[src/rtl/ctrl_pipe_pkg.sv]
// Shared types and constants for the control-word pipeline and its hazard unit.
package ctrl_pipe_pkg;

    localparam int STALL_CNT_W_DEF = 16;
    localparam int REG_W           = 5;

    // ALU operation codes carried in the control word
    localparam logic [3:0] ALU_AND = 4'd0;
    localparam logic [3:0] ALU_OR  = 4'd1;
    localparam logic [3:0] ALU_ADD = 4'd2;
    localparam logic [3:0] ALU_SLL = 4'd3;
    localparam logic [3:0] ALU_SUB = 4'd6;
    localparam logic [3:0] ALU_SLT = 4'd7;
    localparam logic [3:0] ALU_NOR = 4'd12;

    // Operand forwarding source for the EX-stage ALU
    typedef enum logic [1:0] {
        FWD_NONE = 2'd0,
        FWD_WB   = 2'd1,
        FWD_MEM  = 2'd2
    } fwd_sel_e;

    // Control word as produced by Control_Unit in ID
    typedef struct packed {
        logic       reg_dst;
        logic       branch;
        logic       mem_read;
        logic       mem_to_reg;
        logic       mem_write;
        logic       alu_src;
        logic       reg_write;
        logic [3:0] alu_op;
    } ctrl_word_t;

    localparam int         CTRL_W      = $bits(ctrl_word_t);
    localparam ctrl_word_t CTRL_BUBBLE = ctrl_word_t'({CTRL_W{1'b0}});

    // Pick the youngest later-stage producer of src; $0 is hard-wired and never forwarded.
    function automatic fwd_sel_e fwd_select(
        input logic             mem_wr,
        input logic [REG_W-1:0] mem_reg,
        input logic             wb_wr,
        input logic [REG_W-1:0] wb_reg,
        input logic [REG_W-1:0] src
    );
        fwd_sel_e sel;
        if (mem_wr && (mem_reg != 5'd0) && (mem_reg == src)) begin
            sel = FWD_MEM;
        end else if (wb_wr && (wb_reg != 5'd0) && (wb_reg == src)) begin
            sel = FWD_WB;
        end else begin
            sel = FWD_NONE;
        end
        return sel;
    endfunction

endpackage

[src/rtl/ctrl_pipe_if.sv]
// Bundle of the ID-stage control word, EX flag and per-stage control outputs.
interface ctrl_pipe_if
    import ctrl_pipe_pkg::*;
#(
    parameter int STALL_CNT_W = STALL_CNT_W_DEF
);
    // ID stage inputs
    logic                   RegDst;
    logic                   Branch;
    logic                   MemRead;
    logic                   MemtoReg;
    logic                   MemWrite;
    logic                   ALUSrc;
    logic                   RegWrite;
    logic [3:0]             ALUOp;
    logic [REG_W-1:0]       Id_Rs;
    logic [REG_W-1:0]       Id_Rt;
    logic [REG_W-1:0]       Id_Rd;
    logic                   Zero;

    // Per-stage outputs
    logic                   Ex_ALUSrc;
    logic [3:0]             Ex_ALUOp;
    logic [1:0]             ForwardA;
    logic [1:0]             ForwardB;
    logic                   Mem_MemRead;
    logic                   Mem_MemWrite;
    logic                   Wb_RegWrite;
    logic                   Wb_MemtoReg;
    logic [REG_W-1:0]       Wb_WriteReg;
    logic                   Stall;
    logic                   Flush;
    logic [STALL_CNT_W-1:0] StallCount;

    // Datapath side: drives the control word, consumes the stage controls
    modport master (
        output RegDst, Branch, MemRead, MemtoReg, MemWrite, ALUSrc, RegWrite,
        output ALUOp, Id_Rs, Id_Rt, Id_Rd, Zero,
        input  Ex_ALUSrc, Ex_ALUOp, ForwardA, ForwardB, Mem_MemRead, Mem_MemWrite,
        input  Wb_RegWrite, Wb_MemtoReg, Wb_WriteReg, Stall, Flush, StallCount
    );

    // Pipeline carrier side
    modport slave (
        input  RegDst, Branch, MemRead, MemtoReg, MemWrite, ALUSrc, RegWrite,
        input  ALUOp, Id_Rs, Id_Rt, Id_Rd, Zero,
        output Ex_ALUSrc, Ex_ALUOp, ForwardA, ForwardB, Mem_MemRead, Mem_MemWrite,
        output Wb_RegWrite, Wb_MemtoReg, Wb_WriteReg, Stall, Flush, StallCount
    );

endinterface

[src/rtl/ctrl_pipe_hazard_detect.sv]
// Combinational load-use / taken-branch detection and EX operand forwarding selects.
module hazard_detect
    import ctrl_pipe_pkg::*;
(
    input  logic             ex_mem_read,
    input  logic             ex_branch,
    input  logic [REG_W-1:0] ex_rs,
    input  logic [REG_W-1:0] ex_rt,
    input  logic [REG_W-1:0] id_rs,
    input  logic [REG_W-1:0] id_rt,
    input  logic             zero,
    input  logic             mem_reg_write,
    input  logic [REG_W-1:0] mem_write_reg,
    input  logic             wb_reg_write,
    input  logic [REG_W-1:0] wb_write_reg,
    output logic             stall,
    output logic             flush,
    output logic [1:0]       forward_a,
    output logic [1:0]       forward_b
);

    logic load_use_s;
    logic taken_s;

    // Classify the cycle; a taken branch squashes ID, so any load-use stall is moot.
    always_comb begin
        load_use_s = 1'b0;
        taken_s    = 1'b0;
        stall      = 1'b0;
        flush      = 1'b0;
        if (ex_mem_read && (ex_rt != 5'd0) && ((ex_rt == id_rs) || (ex_rt == id_rt))) begin
            load_use_s = 1'b1;
        end else begin
            load_use_s = 1'b0;
        end
        if (ex_branch && zero) begin
            taken_s = 1'b1;
        end else begin
            taken_s = 1'b0;
        end
        if (taken_s) begin
            flush = 1'b1;
            stall = 1'b0;
        end else begin
            flush = 1'b0;
            stall = load_use_s;
        end
    end

    // Forwarding selects for both EX operands, EX/MEM taking precedence over MEM/WB.
    always_comb begin
        forward_a = fwd_select(mem_reg_write, mem_write_reg, wb_reg_write, wb_write_reg, ex_rs);
        forward_b = fwd_select(mem_reg_write, mem_write_reg, wb_reg_write, wb_write_reg, ex_rt);
    end

endmodule

[src/rtl/ctrl_pipe.sv]
// Carries the ID control word through ID/EX, EX/MEM and MEM/WB and counts stall/flush cycles.
module ctrl_pipe
    import ctrl_pipe_pkg::*;
#(
    parameter int STALL_CNT_W = STALL_CNT_W_DEF
)
(
    input  logic       Clk,
    input  logic       Rst_n,
    ctrl_pipe_if.slave bus
);

    localparam logic [STALL_CNT_W-1:0] CNT_ZERO = {STALL_CNT_W{1'b0}};
    localparam logic [STALL_CNT_W-1:0] CNT_ONE  = {{(STALL_CNT_W-1){1'b0}}, 1'b1};
    localparam logic [STALL_CNT_W-1:0] CNT_MAX  = {STALL_CNT_W{1'b1}};

    ctrl_word_t             id_ctrl_s;
    ctrl_word_t             ex_ctrl_d_s;
    logic [REG_W-1:0]       ex_rs_d_s;
    logic [REG_W-1:0]       ex_rt_d_s;
    logic [REG_W-1:0]       ex_rd_d_s;
    logic [REG_W-1:0]       ex_write_reg_s;

    // ID/EX
    ctrl_word_t             ex_ctrl_r;
    logic [REG_W-1:0]       ex_rs_r;
    logic [REG_W-1:0]       ex_rt_r;
    logic [REG_W-1:0]       ex_rd_r;
    // EX/MEM
    logic                   mem_mem_read_r;
    logic                   mem_mem_write_r;
    logic                   mem_mem_to_reg_r;
    logic                   mem_reg_write_r;
    logic [REG_W-1:0]       mem_write_reg_r;
    // MEM/WB
    logic                   wb_reg_write_r;
    logic                   wb_mem_to_reg_r;
    logic [REG_W-1:0]       wb_write_reg_r;

    logic [STALL_CNT_W-1:0] stall_cnt_r;
    logic                   stall_s;
    logic                   flush_s;
    logic [1:0]             fwd_a_s;
    logic [1:0]             fwd_b_s;

    hazard_detect u_hazard (
        .ex_mem_read   (ex_ctrl_r.mem_read),
        .ex_branch     (ex_ctrl_r.branch),
        .ex_rs         (ex_rs_r),
        .ex_rt         (ex_rt_r),
        .id_rs         (bus.Id_Rs),
        .id_rt         (bus.Id_Rt),
        .zero          (bus.Zero),
        .mem_reg_write (mem_reg_write_r),
        .mem_write_reg (mem_write_reg_r),
        .wb_reg_write  (wb_reg_write_r),
        .wb_write_reg  (wb_write_reg_r),
        .stall         (stall_s),
        .flush         (flush_s),
        .forward_a     (fwd_a_s),
        .forward_b     (fwd_b_s)
    );

    // Pack the ID control word and choose what ID/EX loads: the instruction or a bubble.
    always_comb begin
        id_ctrl_s            = CTRL_BUBBLE;
        id_ctrl_s.reg_dst    = bus.RegDst;
        id_ctrl_s.branch     = bus.Branch;
        id_ctrl_s.mem_read   = bus.MemRead;
        id_ctrl_s.mem_to_reg = bus.MemtoReg;
        id_ctrl_s.mem_write  = bus.MemWrite;
        id_ctrl_s.alu_src    = bus.ALUSrc;
        id_ctrl_s.reg_write  = bus.RegWrite;
        id_ctrl_s.alu_op     = bus.ALUOp;
        ex_ctrl_d_s          = CTRL_BUBBLE;
        ex_rs_d_s            = 5'd0;
        ex_rt_d_s            = 5'd0;
        ex_rd_d_s            = 5'd0;
        if (stall_s || flush_s) begin
            ex_ctrl_d_s = CTRL_BUBBLE;
            ex_rs_d_s   = 5'd0;
            ex_rt_d_s   = 5'd0;
            ex_rd_d_s   = 5'd0;
        end else begin
            ex_ctrl_d_s = id_ctrl_s;
            ex_rs_d_s   = bus.Id_Rs;
            ex_rt_d_s   = bus.Id_Rt;
            ex_rd_d_s   = bus.Id_Rd;
        end
    end

    // Destination register is resolved in EX from RegDst.
    always_comb begin
        if (ex_ctrl_r.reg_dst) begin
            ex_write_reg_s = ex_rd_r;
        end else begin
            ex_write_reg_s = ex_rt_r;
        end
    end

    // ID/EX register; reset empties the stage immediately.
    always_ff @(posedge Clk or negedge Rst_n) begin
        if (!Rst_n) begin
            ex_ctrl_r <= CTRL_BUBBLE;
            ex_rs_r   <= 5'd0;
            ex_rt_r   <= 5'd0;
            ex_rd_r   <= 5'd0;
        end else begin
            ex_ctrl_r <= ex_ctrl_d_s;
            ex_rs_r   <= ex_rs_d_s;
            ex_rt_r   <= ex_rt_d_s;
            ex_rd_r   <= ex_rd_d_s;
        end
    end

    // EX/MEM and MEM/WB always advance, even while ID is stalled.
    always_ff @(posedge Clk or negedge Rst_n) begin
        if (!Rst_n) begin
            mem_mem_read_r   <= 1'b0;
            mem_mem_write_r  <= 1'b0;
            mem_mem_to_reg_r <= 1'b0;
            mem_reg_write_r  <= 1'b0;
            mem_write_reg_r  <= 5'd0;
            wb_reg_write_r   <= 1'b0;
            wb_mem_to_reg_r  <= 1'b0;
            wb_write_reg_r   <= 5'd0;
        end else begin
            mem_mem_read_r   <= ex_ctrl_r.mem_read;
            mem_mem_write_r  <= ex_ctrl_r.mem_write;
            mem_mem_to_reg_r <= ex_ctrl_r.mem_to_reg;
            mem_reg_write_r  <= ex_ctrl_r.reg_write;
            mem_write_reg_r  <= ex_write_reg_s;
            wb_reg_write_r   <= mem_reg_write_r;
            wb_mem_to_reg_r  <= mem_mem_to_reg_r;
            wb_write_reg_r   <= mem_write_reg_r;
        end
    end

    // Saturating count of cycles lost to a stall or a flush.
    always_ff @(posedge Clk or negedge Rst_n) begin
        if (!Rst_n) begin
            stall_cnt_r <= CNT_ZERO;
        end else if ((stall_s || flush_s) && (stall_cnt_r != CNT_MAX)) begin
            stall_cnt_r <= stall_cnt_r + CNT_ONE;
        end else begin
            stall_cnt_r <= stall_cnt_r;
        end
    end

    assign bus.Ex_ALUSrc    = ex_ctrl_r.alu_src;
    assign bus.Ex_ALUOp     = ex_ctrl_r.alu_op;
    assign bus.ForwardA     = fwd_a_s;
    assign bus.ForwardB     = fwd_b_s;
    assign bus.Mem_MemRead  = mem_mem_read_r;
    assign bus.Mem_MemWrite = mem_mem_write_r;
    assign bus.Wb_RegWrite  = wb_reg_write_r;
    assign bus.Wb_MemtoReg  = wb_mem_to_reg_r;
    assign bus.Wb_WriteReg  = wb_write_reg_r;
    assign bus.Stall        = stall_s;
    assign bus.Flush        = flush_s;
    assign bus.StallCount   = stall_cnt_r;

endmodule

[src/flat_wrapper.sv]
// flat-port wrapper written by rule: the top's interface ports become plain ports
module ctrl_pipe_flat import ctrl_pipe_pkg::*;
#(
    parameter int STALL_CNT_W = STALL_CNT_W_DEF
)
  (Clk, Rst_n, bus_RegDst, bus_Branch, bus_MemRead, bus_MemtoReg, bus_MemWrite, bus_ALUSrc, bus_RegWrite, bus_ALUOp, bus_Id_Rs, bus_Id_Rt, bus_Id_Rd, bus_Zero, bus_Ex_ALUSrc, bus_Ex_ALUOp, bus_ForwardA, bus_ForwardB, bus_Mem_MemRead, bus_Mem_MemWrite, bus_Wb_RegWrite, bus_Wb_MemtoReg, bus_Wb_WriteReg, bus_Stall, bus_Flush, bus_StallCount);
  ctrl_pipe_if #(.STALL_CNT_W(STALL_CNT_W)) bus_i ();
  input  logic Clk;
  input  logic Rst_n;
  input wire logic [$bits(bus_i.RegDst)-1:0] bus_RegDst;
  input wire logic [$bits(bus_i.Branch)-1:0] bus_Branch;
  input wire logic [$bits(bus_i.MemRead)-1:0] bus_MemRead;
  input wire logic [$bits(bus_i.MemtoReg)-1:0] bus_MemtoReg;
  input wire logic [$bits(bus_i.MemWrite)-1:0] bus_MemWrite;
  input wire logic [$bits(bus_i.ALUSrc)-1:0] bus_ALUSrc;
  input wire logic [$bits(bus_i.RegWrite)-1:0] bus_RegWrite;
  input wire logic [$bits(bus_i.ALUOp)-1:0] bus_ALUOp;
  input wire logic [$bits(bus_i.Id_Rs)-1:0] bus_Id_Rs;
  input wire logic [$bits(bus_i.Id_Rt)-1:0] bus_Id_Rt;
  input wire logic [$bits(bus_i.Id_Rd)-1:0] bus_Id_Rd;
  input wire logic [$bits(bus_i.Zero)-1:0] bus_Zero;
  output wire logic [$bits(bus_i.Ex_ALUSrc)-1:0] bus_Ex_ALUSrc;
  output wire logic [$bits(bus_i.Ex_ALUOp)-1:0] bus_Ex_ALUOp;
  output wire logic [$bits(bus_i.ForwardA)-1:0] bus_ForwardA;
  output wire logic [$bits(bus_i.ForwardB)-1:0] bus_ForwardB;
  output wire logic [$bits(bus_i.Mem_MemRead)-1:0] bus_Mem_MemRead;
  output wire logic [$bits(bus_i.Mem_MemWrite)-1:0] bus_Mem_MemWrite;
  output wire logic [$bits(bus_i.Wb_RegWrite)-1:0] bus_Wb_RegWrite;
  output wire logic [$bits(bus_i.Wb_MemtoReg)-1:0] bus_Wb_MemtoReg;
  output wire logic [$bits(bus_i.Wb_WriteReg)-1:0] bus_Wb_WriteReg;
  output wire logic [$bits(bus_i.Stall)-1:0] bus_Stall;
  output wire logic [$bits(bus_i.Flush)-1:0] bus_Flush;
  output wire logic [$bits(bus_i.StallCount)-1:0] bus_StallCount;
  assign bus_i.RegDst = bus_RegDst;
  assign bus_i.Branch = bus_Branch;
  assign bus_i.MemRead = bus_MemRead;
  assign bus_i.MemtoReg = bus_MemtoReg;
  assign bus_i.MemWrite = bus_MemWrite;
  assign bus_i.ALUSrc = bus_ALUSrc;
  assign bus_i.RegWrite = bus_RegWrite;
  assign bus_i.ALUOp = bus_ALUOp;
  assign bus_i.Id_Rs = bus_Id_Rs;
  assign bus_i.Id_Rt = bus_Id_Rt;
  assign bus_i.Id_Rd = bus_Id_Rd;
  assign bus_i.Zero = bus_Zero;
  assign bus_Ex_ALUSrc = bus_i.Ex_ALUSrc;
  assign bus_Ex_ALUOp = bus_i.Ex_ALUOp;
  assign bus_ForwardA = bus_i.ForwardA;
  assign bus_ForwardB = bus_i.ForwardB;
  assign bus_Mem_MemRead = bus_i.Mem_MemRead;
  assign bus_Mem_MemWrite = bus_i.Mem_MemWrite;
  assign bus_Wb_RegWrite = bus_i.Wb_RegWrite;
  assign bus_Wb_MemtoReg = bus_i.Wb_MemtoReg;
  assign bus_Wb_WriteReg = bus_i.Wb_WriteReg;
  assign bus_Stall = bus_i.Stall;
  assign bus_Flush = bus_i.Flush;
  assign bus_StallCount = bus_i.StallCount;
  ctrl_pipe #(.STALL_CNT_W(STALL_CNT_W)) u_core (.Clk(Clk), .Rst_n(Rst_n), .bus(bus_i));
endmodule
[config.mk]
export PLATFORM = sky130hd
export DESIGN_NAME = ctrl_pipe_flat
export DESIGN_NICKNAME = d
export VERILOG_FILES = /design/src/rtl/ctrl_pipe_pkg.sv /design/src/rtl/ctrl_pipe_if.sv /design/src/rtl/ctrl_pipe_hazard_detect.sv /design/src/rtl/ctrl_pipe.sv /design/src/flat_wrapper.sv
export SDC_FILE = /design/constraint.sdc
export NUM_CORES = 1
export LEC_CHECK = 0
export ABC_AREA = 1
export CAP_MARGIN = 30
export CORE_ASPECT_RATIO = 0.8
export CORE_MARGIN = 8
export CORE_UTILIZATION = 52
export CTS_BUF_LIST = sky130_fd_sc_hd__clkbuf_2 sky130_fd_sc_hd__clkbuf_4 sky130_fd_sc_hd__clkbuf_8
export DETAILED_ROUTE_END_ITERATION = 10
export PLACE_DENSITY_LB_ADDON = 0.1
export SLEW_MARGIN = 20
export SYNTH_ARGS = -nofsm -noshare
export SYNTH_HDL_FRONTEND = slang
export SYNTH_SLANG_ARGS = --single-unit
[constraint.sdc]
create_clock -name Clk -period 1.88 [get_ports Clk]
set_input_delay 0.376 -clock Clk [delete_from_list [all_inputs] [get_ports Clk]]
set_output_delay 0.376 -clock Clk [all_outputs]
set_load 0.02 [all_outputs]
Yosys cells after proc, flatten, opt, wreduce, memory -nomap -nowiden
Cells that the tools add are included.
{"block": "classes", "add_sub_neg": 1, "eq_ne": 7, "muxes": 13, "n_reduce_logical": 15}
{"op": "$eq A5 B5 Y1", "n": 6}
{"op": "$mux W5", "n": 4}
{"op": "$add A16 B1 Y16 const B", "n": 1}
{"op": "$ne A16 B16 Y1 const B", "n": 1}
{"op": "$reduce_bool A5 Y1", "n": 3}
{"op": "$mux W11", "n": 1}
{"op": "$logic_and A1 B1 Y1", "n": 10}
{"op": "$mux W1", "n": 6}
{"op": "$mux W2", "n": 2}
{"op": "$logic_or A1 B1 Y1", "n": 2}
{"block": "word_totals", "ff_bits": 58, "output_inout_bits": 36, "wordCells": 56}

Longest topological paths before layout
{"block": "depth", "depth_word": 7, "ltp_mapped": 13}

Modules after synthesis
From an unflattened synthesis, not the netlist that was laid out.
{"block": "hier_totals", "cells_unflattened": 377, "hier_area_um2": 2912.8}
{"module": "ctrl_pipe", "instances": 1, "cells_per_inst": 245, "area_each_um2": 2346.0}
{"module": "hazard_detect", "instances": 1, "cells_per_inst": 132, "area_each_um2": 566.8}

Worst setup path after synthesis
No wires, ideal clock.
{"block": "synth_path", "kind": "register to output", "startpoint": "register u_core.ex_rt_r[0]", "endpoint": "output port bus_ForwardB[0]", "arrival_ns": 1.683, "t_required_ns": 1.504, "setup_slack_ns": -0.179, "stages_incl_launch_ff": 6, "path_buffers": 1, "cell_sequence": "dfrtp_1 > buf_2 > xnor2_1 > nand3_1 > nor4_1 > nor2_1"}
{"block": "synth_between", "elab_chain_len": 4, "elab_cells_between_ends": 6, "classes_between": "2 x eq/ne; 2 x mux; 2 x reduce/logical"}
{"element": "start: declaration", "line": "ctrl_pipe.sv:27", "text": "logic [REG_W-1:0] ex_rt_r;"}
{"element": "start signal: assignment", "line": "ctrl_pipe.sv:111", "text": "ex_rt_r <= ex_rt_d_s;"}
{"element": "$eq A5 B5 Y1", "line": "ctrl_pipe_pkg.sv:49", "text": "end else if (wb_wr && (wb_reg != 5'd0) && (wb_reg == src)) begin"}
{"element": "$logic_and A1 B1 Y1", "line": "ctrl_pipe_pkg.sv:49"}
{"element": "$mux W1", "line": "ctrl_pipe_pkg.sv:49"}
{"element": "$mux W2 *", "line": "ctrl_pipe_pkg.sv:47", "text": "if (mem_wr && (mem_reg != 5'd0) && (mem_reg == src)) begin"}
{"element": "end: declaration", "line": "flat_wrapper.sv:25", "text": "output wire logic [$bits(bus_i.ForwardB)-1:0] bus_ForwardB;"}
Mark *: on every way between the ends. The rest lies on a longest branch, timed or not.

Worst setup path after layout
{"block": "layout_path", "startpoint": "register u_core.mem_write_reg_r[2]", "endpoint": "output port bus_ForwardA[0]"}
{"block": "layout_between", "elab_chain_len": 4, "elab_cells_between_ends": 5, "classes_between": "1 x eq/ne; 1 x mux; 3 x reduce/logical"}
{"element": "start: declaration", "line": "ctrl_pipe.sv:34", "text": "logic [REG_W-1:0] mem_write_reg_r;"}
{"element": "start signal: assignment", "line": "ctrl_pipe.sv:132", "text": "mem_write_reg_r <= ex_write_reg_s;"}
{"element": "$reduce_bool A5 Y1", "line": "ctrl_pipe_pkg.sv:47"}
{"element": "$logic_and A1 B1 Y1", "line": "ctrl_pipe_pkg.sv:47"}
{"element": "$logic_and A1 B1 Y1 *", "line": "ctrl_pipe_pkg.sv:47"}
{"element": "$mux W2 *", "line": "ctrl_pipe_pkg.sv:47"}
{"element": "end: declaration", "line": "flat_wrapper.sv:24", "text": "output wire logic [$bits(bus_i.ForwardA)-1:0] bus_ForwardA;"}
Marked as above.

==> results_dict.tcl <==
set metrics [dict create \
    cts_tree "built" \
    finalSetupViolations 5 \
    start_util_pct 52.7 \
    grt_setup_unrepaired "yes" \
    die_x_um 98.0 \
    run_status "finished, violations left" \
    overflow 0 \
    fmax_mhz 511 \
    grt_max_degree 23 \
    r2r_setup_slack_ns 0.25 \
    synth.top_cell.area_share_pct 51.8 \
    drc 0 \
    antenna_found_initial 0 \
    clock_skew_ns 0.00496 \
    gp_congestion 0.874 \
    grt_pass1_wl_um 11300 \
    seqCellArea_um2 1460 \
    wl_um 7060 \
    dp_hpwl_um 5120 \
    fp-row-count 24 \
    drive_gt1_share_pct 19.5 \
    synth_edf_count 0 \
    synth_ff_type "dfrtp_1" \
    path_cells "nor2_2 -> nand2_2 -> o21ai_4 -> nor4_4 -> nor2_1 -> buf_4" \
    die_h_um 81.6 \
    dr_total_vias 2367 \
    slew_headroom_pct 68.1 \
    wl_per_cell_um 14.3 \
    cts_made_buffers 9 \
    synth_area_leaders "dfrtp_1 52%, nand2_1 11%, nor2_1 7.2%" \
    slowest_delay_ns 0.45 \
    syn_inst 332 \
    mostFrequentLayoutCell "nand2_1" \
    nFillCells 418 \
    initialDrtViolationCount 133 \
    first_pass_iters 4 \
    yosysWarningCount 0 \
    cp-start-kind "flip-flop" \
    grt_pass1_vias 2343 \
    antenna_cells 0 \
    path_clk_slew_ns 0.07 \
    dpl-instance-area_um2 3700 \
    ant_nets 0 \
    peakVddDrop_mv 0.664 \
    placed_cells 475 \
    vias_per_cell 4.78 \
    drv_cap 0 \
    p_leak_nw 2.01 \
    clk-insertion-delay-late_ns 0.35 \
    grt_use_total_pct 18.4 \
    crit_type "flip-flop to primary output" \
    worst_pin_slew_ns 0.479 \
    cp_max_fo 3 \
    final_cells 495 \
    io_pins 65 \
    violations "setup timing" \
    cp_slowest_cell "dfrtp_2" \
    power.density_nw_per_um2 866 \
    synth_cell_types 23 \
    core_area_um2 5320 \
    hold_path.class "flip-flop to flip-flop" \
    fin_tns_setup_ns -0.263 \
    hold_violations 0 \
    cp.required_ns 1.50 \
    fin_util_pct 75.1 \
    final.min_clock_period_ns 1.96 \
    yosysTopAreaCell "dfrtp_1" \
    fin_nets 455 \
    syn_avg_cell_area_um2 8.43 \
    root_buffer "clkbuf_8" \
    fin_area_um2 3990 \
    seq_area_frac_synth_pct 51.8 \
    syn_area_um2 2800 \
    most-common-layout-cells "79 x nand2_1, 52 x nor2_1, 50 x dfrtp_1" \
    syn-num-nets 362 \
    yosys_register_bits 58 \
    port_buffers 64 \
    die-area_um2 8000 \
    h-tree-depth 3 \
    endpoint_kind "primary output" \
    multi_input_area_um2 1190 \
    slew_viol_final 0 \
    finalCritPeriodShare_pct 104 \
    cts.sinks 58 \
    clockBufferDepth 2 \
    area_growth_syn_to_layout_pct 42.5 \
    fin_ws_ns -0.0789 \
    cp.arrival_ns 1.58 \
    ys_async_sr_fraction_pct 100 \
]
cell type report:
cell class              count  share of cell area [%]
well taps                  65                    2.04
clock buffers              10                    3.45
flip-flops and latches     58                    36.6
repair buffers             95                    22.9
clock inverters             6                    1.07
inverters                  43                    4.04
multi-input cells         218                    29.8
final timing paths:
| path | to | start | cells after the start |
|---|---|---|---|
| max | bus_ForwardA[0] | u_core.mem_write_reg_r[2] | 6 |
| min | u_core.bus.Mem_MemWrite | u_core.ex_ctrl_r[6] | 0 |
| max reg2reg | u_core.ex_rt_r[2] | u_core.ex_rt_r[2] | 11 |
| min reg2reg | u_core.bus.Mem_MemWrite | u_core.ex_ctrl_r[6] | 0 |
| max in group asynchronous | u_core.ex_rt_r[2] | Rst_n | 3 |
| min in group asynchronous | u_core.bus.Wb_WriteReg[1] | Rst_n | 2 |
state kept, by name, summed over array words and instances (netlist names):
name                     cells
u_core.mem_write_reg_r       5
u_core.bus.Mem_MemWrite      1
u_core.bus.Mem_MemRead       1
u_core.bus.Wb_MemtoReg       1
u_core.mem_mem_to_reg_r      1
u_core.bus.StallCount       16
u_core.bus.Ex_ALUSrc         1
u_core.bus.Ex_ALUOp          4
u_core.ex_ctrl_r             6
u_core.mem_reg_write_r       1
u_core.ex_rd_r               5
u_core.bus.Wb_RegWrite       1
u_core.bus.Wb_WriteReg       5
u_core.ex_rt_r               5
u_core.ex_rs_r               5
worst max-delay path: cells and delay by family, from the launching register on:
family | cells | cell delay (ns)
flops | 1 | 0.45
simple gates | 4 | 0.42
compound gates | 1 | 0.22
buf+inv | 1 | 0.15
kinds of logic after synthesis:
| group | count (synthesis) | share of synthesized area [%] |
|---|---|---|
| adders and majority gates | 1 | 0.447 |
| muxes | 1 | 0.402 |
| and+or+nand+nor | 175 | 26.6 |
| AOI/OAI and AO/OA | 7 | 1.25 |
| buffers and inverters | 56 | 8.80 |
| DFF | 58 | 51.8 |
| xor gates and xnor gates | 34 | 10.6 |
synth_stat cells, types with 3 or more instances:
| master | count |
|---|---|
| inv_2 | 4 |
| xnor2_1 | 15 |
| nand3_1 | 25 |
| nor3_1 | 4 |
| nand4_1 | 3 |
| nor2_1 | 54 |
| o21ai_0 | 7 |
| buf_2 | 5 |
| buf_4 | 6 |
| nand2_1 | 80 |
| inv_1 | 39 |
| xor2_1 | 19 |
| dfrtp_1 | 58 |
metrics by stage:
stage	total power, mW	hold WS, ns	setup slack, ns
5_1_grt	3.63	0.370	-0.182
3_5_place_dp	2.37	0.337	-0.589
2_1_floorplan	1.95	0.0804	0.114
4_1_cts	3.44	0.364	-0.191
3_3_place_gp	2.34	0.333	-0.540
6_report	3.45	0.357	-0.0789
per-layer routing:
metal | up-vias | global-route usage, % | part of all wire, %
met5 | - | 0 | 0
met4 | 0 | 6.20 | 0.86
met3 | 5 | 9.57 | 9.2
met2 | 85 | 27.3 | 45
met1 | 1085 | 22.8 | 45
li1 | 1192 | - | -
what timing repair did:
item,CTS,global route
endpoints found under the hold margin,18,0
setup endpoints to repair,6,8
gates resized for setup,47,20
hold buffers,1,0
pin swaps,14,10
setup buffers,3,0
gates cloned,0,0
power by group:
group / switching (mW) / total (mW) / internal [mW] / leakage [nW]
Clock: 0.534 / 1.04 / 0.509 / 0.0765
Sequential: 0.168 / 1.55 / 1.38 / 0.723
Combinational: 0.435 / 0.862 / 0.427 / 1.21
Total: 1.14 / 3.45 / 2.32 / 2.01
(Power assumes the default switching activity.)
